===== config.mk =====
export PLATFORM = sky130hd
export DESIGN_NAME = multicycle_control_fsm
export DESIGN_NICKNAME = d
export VERILOG_FILES = /design/src/rtl/multicycle_control_fsm_pkg.sv /design/src/rtl/multicycle_control_fsm_alu_decoder.sv /design/src/rtl/multicycle_control_fsm.sv
export SDC_FILE = /design/constraint.sdc
export NUM_CORES = 1
export LEC_CHECK = 0
export ABC_AREA = 1
export CORE_UTILIZATION = 40
export CTS_CLUSTER_DIAMETER = 200
export DETAILED_ROUTE_END_ITERATION = 10
export PLACE_DENSITY_LB_ADDON = 0.3
export SYNTH_ARGS = -nofsm -noshare
export SYNTH_HDL_FRONTEND = slang
export SYNTH_SLANG_ARGS = --single-unit

===== constraint.sdc =====
create_clock -name clk -period 1.4 [get_ports clk]
set_input_delay 0.14 -clock clk [delete_from_list [all_inputs] [get_ports clk]]
set_output_delay 0.14 -clock clk [all_outputs]
set_load 0.1 [all_outputs]

===== src/rtl/multicycle_control_fsm_pkg.sv =====
// Shared definitions for the multicycle RV32I-subset control unit:
// state encoding, opcode constants, ALU control codes and mux select codes.
package multicycle_control_fsm_pkg;

  // State encoding
  localparam logic [3:0] ENC_FETCH     = 4'd0;
  localparam logic [3:0] ENC_DECODE    = 4'd1;
  localparam logic [3:0] ENC_MEM_ADDR  = 4'd2;
  localparam logic [3:0] ENC_MEM_READ  = 4'd3;
  localparam logic [3:0] ENC_MEM_WB    = 4'd4;
  localparam logic [3:0] ENC_MEM_WRITE = 4'd5;
  localparam logic [3:0] ENC_EXEC_R    = 4'd6;
  localparam logic [3:0] ENC_EXEC_I    = 4'd7;
  localparam logic [3:0] ENC_ALU_WB    = 4'd8;
  localparam logic [3:0] ENC_BRANCH    = 4'd9;
  localparam logic [3:0] ENC_BR_NT     = 4'd10;
  localparam logic [3:0] ENC_HALT      = 4'd11;

  typedef enum logic [3:0] {
    ST_FETCH     = ENC_FETCH,
    ST_DECODE    = ENC_DECODE,
    ST_MEM_ADDR  = ENC_MEM_ADDR,
    ST_MEM_READ  = ENC_MEM_READ,
    ST_MEM_WB    = ENC_MEM_WB,
    ST_MEM_WRITE = ENC_MEM_WRITE,
    ST_EXEC_R    = ENC_EXEC_R,
    ST_EXEC_I    = ENC_EXEC_I,
    ST_ALU_WB    = ENC_ALU_WB,
    ST_BRANCH    = ENC_BRANCH,
    ST_BR_NT     = ENC_BR_NT,
    ST_HALT      = ENC_HALT
  } state_e;

  // Opcodes (IR[6:0])
  localparam logic [6:0] OP_LOAD   = 7'b0000011;
  localparam logic [6:0] OP_STORE  = 7'b0100011;
  localparam logic [6:0] OP_R      = 7'b0110011;
  localparam logic [6:0] OP_IMM    = 7'b0010011;
  localparam logic [6:0] OP_BRANCH = 7'b1100011;

  // ALU control codes
  localparam logic [3:0] ALU_AND = 4'b0000;
  localparam logic [3:0] ALU_OR  = 4'b0001;
  localparam logic [3:0] ALU_ADD = 4'b0010;
  localparam logic [3:0] ALU_SUB = 4'b0110;

  // ALU B operand select
  localparam logic [1:0] SRCB_REG  = 2'b00;
  localparam logic [1:0] SRCB_FOUR = 2'b01;
  localparam logic [1:0] SRCB_IMM  = 2'b10;

  // ALU operation class handed to the ALU decoder
  localparam logic [1:0] ALUOP_ADD   = 2'b00;
  localparam logic [1:0] ALUOP_SUB   = 2'b01;
  localparam logic [1:0] ALUOP_FUNCT = 2'b10;

  // True for a state whose exit completes an instruction. BRANCH only
  // completes when the branch is taken; otherwise BR_NT finishes it.
  function automatic logic is_retiring(input state_e s, input logic zero);
    logic r;
    case (s)
      ST_MEM_WB, ST_MEM_WRITE, ST_ALU_WB, ST_BR_NT: r = 1'b1;
      ST_BRANCH:                                    r = zero;
      default:                                      r = 1'b0;
    endcase
    return r;
  endfunction

endpackage


===== src/rtl/multicycle_control_fsm_alu_decoder.sv =====
// ALU decoder: maps (ALUOp, funct3, funct7_5) to an ALU control code.
// The illegal flag reports R-type funct combinations this core cannot
// execute; it is evaluated regardless of ALUOp so DECODE can use it.
module multicycle_control_fsm_alu_decoder
  import multicycle_control_fsm_pkg::*;
(
  input  logic [1:0] alu_op,
  input  logic [2:0] funct3,
  input  logic       funct7_5,
  output logic [3:0] alu_control,
  output logic       illegal
);

  logic [3:0] funct_ctrl_s;

  // Decode the R-type funct fields into an ALU operation and legality flag
  always_comb begin
    funct_ctrl_s = ALU_ADD;
    illegal      = 1'b0;
    case ({funct3, funct7_5})
      4'b0000: funct_ctrl_s = ALU_ADD;
      4'b0001: funct_ctrl_s = ALU_SUB;
      4'b1110: funct_ctrl_s = ALU_AND;
      4'b1100: funct_ctrl_s = ALU_OR;
      default: begin
        funct_ctrl_s = ALU_ADD;
        illegal      = 1'b1;
      end
    endcase
  end

  // Select the final ALU control code from the operation class
  always_comb begin
    alu_control = ALU_ADD;
    case (alu_op)
      ALUOP_ADD:   alu_control = ALU_ADD;
      ALUOP_SUB:   alu_control = ALU_SUB;
      ALUOP_FUNCT: alu_control = funct_ctrl_s;
      default:     alu_control = ALU_ADD;
    endcase
  end

endmodule


===== src/rtl/multicycle_control_fsm.sv =====
// Control unit for the multicycle RV32I-subset datapath. One state per
// cycle; outputs are decoded from the current state (PCWrite in BRANCH
// also follows zero). Keeps a count of retired instructions.
module multicycle_control_fsm
  import multicycle_control_fsm_pkg::*;
#(
  parameter int CNT_W = 32
) (
  input  logic             clk,
  input  logic             reset,
  input  logic [6:0]       opcode,
  input  logic [2:0]       funct3,
  input  logic             funct7_5,
  input  logic             zero,
  output logic             PCWrite,
  output logic             IorD,
  output logic             MemRead,
  output logic             MemWrite,
  output logic             IRWrite,
  output logic             MemtoReg,
  output logic             ALUSrcA,
  output logic [1:0]       ALUSrcB,
  output logic             PCSource,
  output logic             RegWrite,
  output logic [3:0]       ALUControl,
  output logic             halted,
  output logic [CNT_W-1:0] retired
);

  state_e           state_q, state_d;
  logic [CNT_W-1:0] retired_q, retired_d;
  logic [1:0]       alu_op_s;
  logic [3:0]       alu_ctrl_s;
  logic             funct_illegal_s;
  logic             pc4_s;

  // Operation class for the ALU decoder in the current state
  always_comb begin
    alu_op_s = ALUOP_ADD;
    case (state_q)
      ST_EXEC_R: alu_op_s = ALUOP_FUNCT;
      ST_BRANCH: alu_op_s = ALUOP_SUB;
      default:   alu_op_s = ALUOP_ADD;
    endcase
  end

  multicycle_control_fsm_alu_decoder u_alu_decoder (
    .alu_op      (alu_op_s),
    .funct3      (funct3),
    .funct7_5    (funct7_5),
    .alu_control (alu_ctrl_s),
    .illegal     (funct_illegal_s)
  );

  // Next-state sequencing and retired-instruction counting
  always_comb begin
    state_d   = state_q;
    retired_d = retired_q;
    if (reset) begin
      state_d   = ST_FETCH;
      retired_d = '0;
    end else begin
      case (state_q)
        ST_FETCH:  state_d = ST_DECODE;
        ST_DECODE: begin
          case (opcode)
            OP_LOAD, OP_STORE: state_d = ST_MEM_ADDR;
            OP_R:      state_d = funct_illegal_s ? ST_HALT : ST_EXEC_R;
            OP_IMM:    state_d = (funct3 == 3'b000) ? ST_EXEC_I : ST_HALT;
            OP_BRANCH: state_d = (funct3 == 3'b000) ? ST_BRANCH : ST_HALT;
            default:   state_d = ST_HALT;
          endcase
        end
        ST_MEM_ADDR:  state_d = (opcode == OP_LOAD) ? ST_MEM_READ : ST_MEM_WRITE;
        ST_MEM_READ:  state_d = ST_MEM_WB;
        ST_MEM_WB:    state_d = ST_FETCH;
        ST_MEM_WRITE: state_d = ST_FETCH;
        ST_EXEC_R:    state_d = ST_ALU_WB;
        ST_EXEC_I:    state_d = ST_ALU_WB;
        ST_ALU_WB:    state_d = ST_FETCH;
        ST_BRANCH:    state_d = zero ? ST_FETCH : ST_BR_NT;
        ST_BR_NT:     state_d = ST_FETCH;
        ST_HALT:      state_d = ST_HALT;
        default:      state_d = ST_HALT;
      endcase
      if (is_retiring(state_q, zero)) begin
        retired_d = retired_q + CNT_W'(1);
      end else begin
        retired_d = retired_q;
      end
    end
  end

  // State and counter registers
  always_ff @(posedge clk) begin
    state_q   <= state_d;
    retired_q <= retired_d;
  end

  // Output decode; every terminal state except taken BRANCH adds PC+4
  always_comb begin
    PCWrite    = 1'b0;
    IorD       = 1'b0;
    MemRead    = 1'b0;
    MemWrite   = 1'b0;
    IRWrite    = 1'b0;
    MemtoReg   = 1'b0;
    ALUSrcA    = 1'b0;
    ALUSrcB    = SRCB_REG;
    PCSource   = 1'b0;
    RegWrite   = 1'b0;
    ALUControl = 4'b0000;
    halted     = 1'b0;
    pc4_s      = 1'b0;
    if (!reset) begin
      case (state_q)
        ST_FETCH: begin
          MemRead = 1'b1;
          IRWrite = 1'b1;
        end
        ST_DECODE: begin
          ALUSrcB    = SRCB_IMM;
          ALUControl = ALU_ADD;
        end
        ST_MEM_ADDR, ST_EXEC_I: begin
          ALUSrcA    = 1'b1;
          ALUSrcB    = SRCB_IMM;
          ALUControl = ALU_ADD;
        end
        ST_MEM_READ: begin
          IorD    = 1'b1;
          MemRead = 1'b1;
        end
        ST_MEM_WB: begin
          RegWrite = 1'b1;
          MemtoReg = 1'b1;
          pc4_s    = 1'b1;
        end
        ST_MEM_WRITE: begin
          IorD     = 1'b1;
          MemWrite = 1'b1;
          pc4_s    = 1'b1;
        end
        ST_EXEC_R: begin
          ALUSrcA    = 1'b1;
          ALUSrcB    = SRCB_REG;
          ALUControl = alu_ctrl_s;
        end
        ST_ALU_WB: begin
          RegWrite = 1'b1;
          pc4_s    = 1'b1;
        end
        ST_BRANCH: begin
          ALUSrcA    = 1'b1;
          ALUSrcB    = SRCB_REG;
          ALUControl = alu_ctrl_s;
          PCSource   = 1'b1;
          PCWrite    = zero;
        end
        ST_BR_NT: pc4_s  = 1'b1;
        ST_HALT:  halted = 1'b1;
        default:  halted = 1'b1;
      endcase
      if (pc4_s) begin
        ALUSrcA    = 1'b0;
        ALUSrcB    = SRCB_FOUR;
        ALUControl = ALU_ADD;
        PCSource   = 1'b0;
        PCWrite    = 1'b1;
      end else begin
        pc4_s = 1'b0;
      end
    end else begin
      pc4_s = 1'b0;
    end
  end

  // Counter is forced to zero while reset is held, even before the first edge
  assign retired = reset ? '0 : retired_q;

endmodule


# After elaboration in Yosys (flattened, before gate mapping)
# Index checks and enable logic that the tools add are counted.
[op_classes] add_sub_neg=1 reduce_logical=14 div=0 bitwise=0 shift=0 n_mux=44 eq_ne=20 order_cmp=0 multipliers=0
[op_table] cell="adder 32 x 1 -> 32 bit (second input constant)" count=1
[op_table] cell="2-to-1 mux 32 bit" count=1
[op_table] cell="case mux 4 bit (7 select lines)" count=1
[op_table] cell="2-to-1 mux 1 bit" count=26
[op_table] cell="== test 4 bit (second input constant)" count=5
[op_table] cell="2-to-1 mux 4 bit" count=5
[op_table] cell="== test 4 x 3 -> 1 bit (second input constant)" count=4
[op_table] cell="case mux 4 bit (4 select lines)" count=1
[op_table] cell="== test 7 x 6 -> 1 bit (second input constant)" count=2
[op_table] cell="OR reduction 2 bit" count=6
[op_table] cell="OR reduction 4 bit" count=3
[op_table] cell="OR reduction 11 bit" count=1
[op_table] cell="case mux 3 bit (3 select lines)" count=1
[op_table] cell="== test 4 x 1 -> 1 bit (second input constant)" count=2
[op_table] cell="== test 4 x 2 -> 1 bit (second input constant)" count=2
[op_table] cell="zero test 4 bit" count=2
[op_table] cell="2-to-1 mux 2 bit" count=4
[op_table] cell="case mux 4 bit (2 select lines)" count=1
[op_table] cell="== test 7 x 2 -> 1 bit (second input constant)" count=1
[op_table] cell="== test 7 x 5 -> 1 bit (second input constant)" count=1
[op_table] cell="== test 7 bit (second input constant)" count=1
[op_table] cell="case mux 3 bit (2 select lines)" count=1
[op_table] cell="case mux 2 bit (2 select lines)" count=1
[op_table] cell="zero test 3 bit" count=1
[op_table] cell="other kinds (5)" count=5
[word_totals] output_inout_bits=48 latchBits=0 n_memories=0 ramBits=0 regBits=36 wordCells=81 mem_bits_ro=0 input_bits=14

# Depth between registers and ports, before layout
[depth] word_depth=7 ltp_mapped=11 depth_no_buf=11

# Modules after synthesis
# From an unflattened synthesis, not the netlist that was laid out.
[hier_totals] hier_cells=460 area_unflattened_um2=2610.0
[modules_own_cells] module="multicycle_control_fsm" seq_area_each_um2=720.7 cells_per_inst=437 instances=1 area_per_inst_um2=2486.1
[modules_own_cells] module="multicycle_control_fsm_alu_decoder" seq_area_each_um2=0.0 cells_per_inst=23 instances=1 area_per_inst_um2=123.9

# Worst setup path after synthesis
# OpenSTA, ideal clock, no wires.
[synth_timing] path_kind="register to output" start="register state_q[2]" end="output port ALUControl[0]" path_slack_ns=-2.669 required_ns=1.260 arrival_ns=3.929 path_buffers=0 path_stages_with_launch=7 path_cell_list="dfxtp_1 inv_2 nor2_1 nand2_1 ha_1 nand3b_1 nor4_1"
[synth_between] elab_chain_len=7 elab_cells_between_ends=21 classes_between="eq/ne: 11; mux: 7; reduce/logical: 3"
[synth_lines] item="start: declaration" line_no="multicycle_control_fsm.sv:30" source="state_e state_q, state_d;"
[synth_lines] item="start signal: assignment" line_no="multicycle_control_fsm.sv:96" source="state_q <= state_d;"
[synth_lines] item="== test 4 bit or == test 4 x 3 -> 1 bit (tied branches)" line_no="multicycle_control_fsm.sv:40, multicycle_control_fsm.sv:116"
[synth_lines] item="case mux 2 bit (2 select lines)" line_no="multicycle_control_fsm.sv:40" source="case (state_q)"
[synth_lines] item="== test 2 bit or == test 2 x 1 -> 1 bit (tied branches)" line_no="multicycle_control_fsm_alu_decoder.sv:35" source="case (alu_op)"
[synth_lines] item="case mux 3 bit (2 select lines)" line_no="multicycle_control_fsm_alu_decoder.sv:35"
[synth_lines] item="case mux 4 bit (2 select lines)" line_no="multicycle_control_fsm.sv:116" source="case (state_q)"
[synth_lines] item="2-to-1 mux 4 bit *" line_no="multicycle_control_fsm.sv:164" source="if (pc4_s) begin"
[synth_lines] item="2-to-1 mux 4 bit *" line_no="multicycle_control_fsm.sv:115" source="if (!reset) begin"
[synth_lines] item="end: declaration" line_no="multicycle_control_fsm.sv:25" source="output logic [3:0] ALUControl,"
# Mark *: on every way between the ends. The rest lies on a longest branch, timed or not. The select of a mux whose other input is x is not followed.

# Worst setup path after layout
[layout_timing] start="register state_q[1]" end="output port ALUControl[2]"
# The elaborated chain is that of the path after synthesis.

==> flow_summary.json <==
{
  "p_sw_uw": 3087,
  "drive_gt1_share_pct": 49.83,
  "clock-sinks": 36,
  "peakVddDrop_v": 0.001568,
  "finalCritPeriodShare_pct": 148.2,
  "dp_hpwl_mm": 6.535,
  "setup_violations": 50,
  "power_leakage_uw": 0.002122,
  "die_y_um": 83.34,
  "async_flop_share_pct": 0,
  "vias_per_cell": 6.097,
  "drt_wl_total_mm": 14.45,
  "holdPathEnd": "state_q[2]",
  "p_comb_share_pct": 67.7,
  "cts_made_buffers": 5,
  "syn_area_um2": 2646,
  "fin_nets": 623,
  "ff2ff_setup_slack_ns": -0.58,
  "portBuffers": 60,
  "swShare_pct": 48.18,
  "clock_latency_ns": 0.31,
  "rsz0062_at_grt": "yes",
  "cts_root_buffer": "clkbuf_8",
  "path_buf_inv": 3,
  "worstSetupStartpointType": "flop",
  "grt.total_usage_pct": 32.22,
  "vias": 4164,
  "syn_area_per_cell_um2": 5.753,
  "synth_nets": 478,
  "hold_start": "reset",
  "synthDistinctLibCells": 33,
  "ios": 62,
  "setup_slack_ns": -0.6742,
  "wl_per_cell_um": 21.16,
  "clockBufferDepth": 2,
  "path_class": "reg2out",
  "grt_antenna_before_repair": 0,
  "status": "complete, but fails checks",
  "path_max_fanout": 3,
  "synth_edf_count": 0,
  "max_freq_mhz": 482.1,
  "grt_max_degree": 39,
  "yosysTopAreaCell": "dfxtp_1",
  "drv_slew": 0,
  "yosysMostFrequentCell": "nand2_1",
  "synth_common_cells": "111 x nand2_1, 105 x nor2_1, 66 x inv_1",
  "reg2reg_depth": 14,
  "place_inst": 649,
  "syn2layout_area_growth_pct": 109.3,
  "cp_cell_sequence": "inv_4 -> nor2_2 -> nand2_4 -> ha_4 -> nand3b_1 -> buf_4 -> nor2_4 -> buf_12",
  "antennaDiodeCount": 0,
  "slowest_delay_ns": 0.37,
  "reg2reg_to": "retired_q[24]",
  "synthFlopType": "dfxtp_1",
  "finalCriticalPeriod_ns": 2.074,
  "nFillCells": 264,
  "critical_path_required_ns": 1.26,
  "power_frac_clock_pct": 13.2,
  "ys_seq_area_share_pct": 27.23,
  "synth.top_cell.area_share_pct": 27.23,
  "cts_htree_levels": 2,
  "end_kind": "output pin",
  "fin_skew_ns": 0.007452,
  "seqPwrFrac_pct": 19.2,
  "path_clk_slew_ns": 0.08,
  "first_pass_iters": 6,
  "cp.arrival_ns": 1.93,
  "power-per-cell-area_nw_per_um2": 1157,
  "fin_cells": 683,
  "gp_congestion": 0.9083,
  "ys.warnings.count": 0,
  "tightest_slew_ns": 0.5908,
  "synthTopCellsByArea": "dfxtp_1 27%, nand2_1 16%, nor2_1 15%",
  "drc": 0,
  "crit_family": "simple AND/OR/NAND/NOR gates",
  "antenna_left": 0,
  "ys_ff_latch": 36,
  "start_util_pct": 41.67,
  "worstReg2RegStart": "state_q[1]",
  "rows": 29,
  "die_area_um2": 6945,
  "p_int_uw": 3321,
  "cpMaxStageDelayCell": "dfxtp_2",
  "cts_tree": "built",
  "violations": "setup timing",
  "relSlewSlack_pct": 60.19,
  "drv_cap": 0,
  "core_area_um2": 6350,
  "grt_remaining_overflow": 0,
  "synthCells": 460,
  "holdPathStages": 2,
  "hold_violations": 0,
  "grt_pass1_wl_mm": 17.93,
  "hp-class": "in2reg",
  "grt_pass1_vias": 3812,
  "die_x_um": 83.34,
  "tns_ns": -18.00,
  "drtIter0Drc": 455
}
## cells in the final DEF, fill, tap and decap left out, types with 13 or more instances in the layout
master   count
buf_12      54
a21oi_2     15
buf_6       16
nand2_2     20
nand2_4     13
nor2_4      46
inv_1       56
nor2_1      55
dfxtp_1     29
nand3_1     19
buf_4       65
nand2_1     84
## logic make-up after synthesis
kind of cell	synth area share, %
AO/OA/AOI/OAI	10.45
XOR/XNOR	2.317
adder cells (fa/ha/maj)	1.891
buffers and inverters	12.58
flip-flops	27.23
other	0.1417
AND/OR/NAND/NOR	45.39
## final cells by class
| cell class | count | area [um^2] | area share, % |
|---|---|---|---|
| Multi-Input combinational cell | 342 | 2360 | 42.61 |
| Timing Repair Buffer | 151 | 1954 | 35.29 |
| Sequential cell | 36 | 734.5 | 13.26 |
| Inverter | 69 | 299.0 | 5.400 |
| Tap cell | 77 | 96.34 | 1.740 |
| Clock buffer | 7 | 86.33 | 1.559 |
| Clock inverter | 1 | 7.507 | 0.1356 |
## timing repair
action / CTS / global route
pin swaps: 32 / 28
buffers inserted: 16 / 12
hold buffers: 0 / 0
gates resized for setup: 103 / 61
setup endpoints to repair: 49 / 53
cloned: 2 / 0
## through the flow
step	hold WS (ns)	setup slack (ns)	util [%]	total power, uW	instance area [um^2]
floorplan	0.3176	-0.8522	-	2835	3012
global placement	0.4336	-0.2825	72.83	3818	4624
detailed placement	0.4339	-0.3497	72.83	3882	4624
CTS	0.1203	-0.6466	82.58	5534	5244
global route	0.1043	-0.6916	87.21	6516	5538
finish	0.1044	-0.6742	87.21	6408	5538
## power by group through the flow
stage	combinational (uW)	clock (uW)	sequential, uW
global placement	2660	0	1160
floorplan	1650	0	1180
detailed placement	2710	0	1170
CTS	3530	799	1200
finish	4340	845	1230
global route	4410	878	1230
## worst max path at each step
stage / startpoint / end / depth (start not counted)
2_1_floorplan: state_q[2] / ALUControl[0] / 7
6_report: state_q[1] / ALUControl[2] / 8
3_5_place_dp: state_q[1] / ALUControl[0] / 7
4_1_cts: state_q[2] / ALUControl[0] / 8
5_1_grt: state_q[1] / ALUControl[2] / 8
3_3_place_gp: state_q[1] / ALUControl[0] / 7
## registers in the layout (all words and copies together), names as in the netlist
register,flops
retired_q,32
state_q,4
## metal layers
layer	vias up	global-route usage (%)	share of wire, %
met5	-	0	0
met4	0	20.06	9.5
met3	166	7.058	11
met2	397	57.53	47
met1	1881	34.28	33
li1	1720	-	-
No activity file was read; power rests on OpenSTA's default activity.
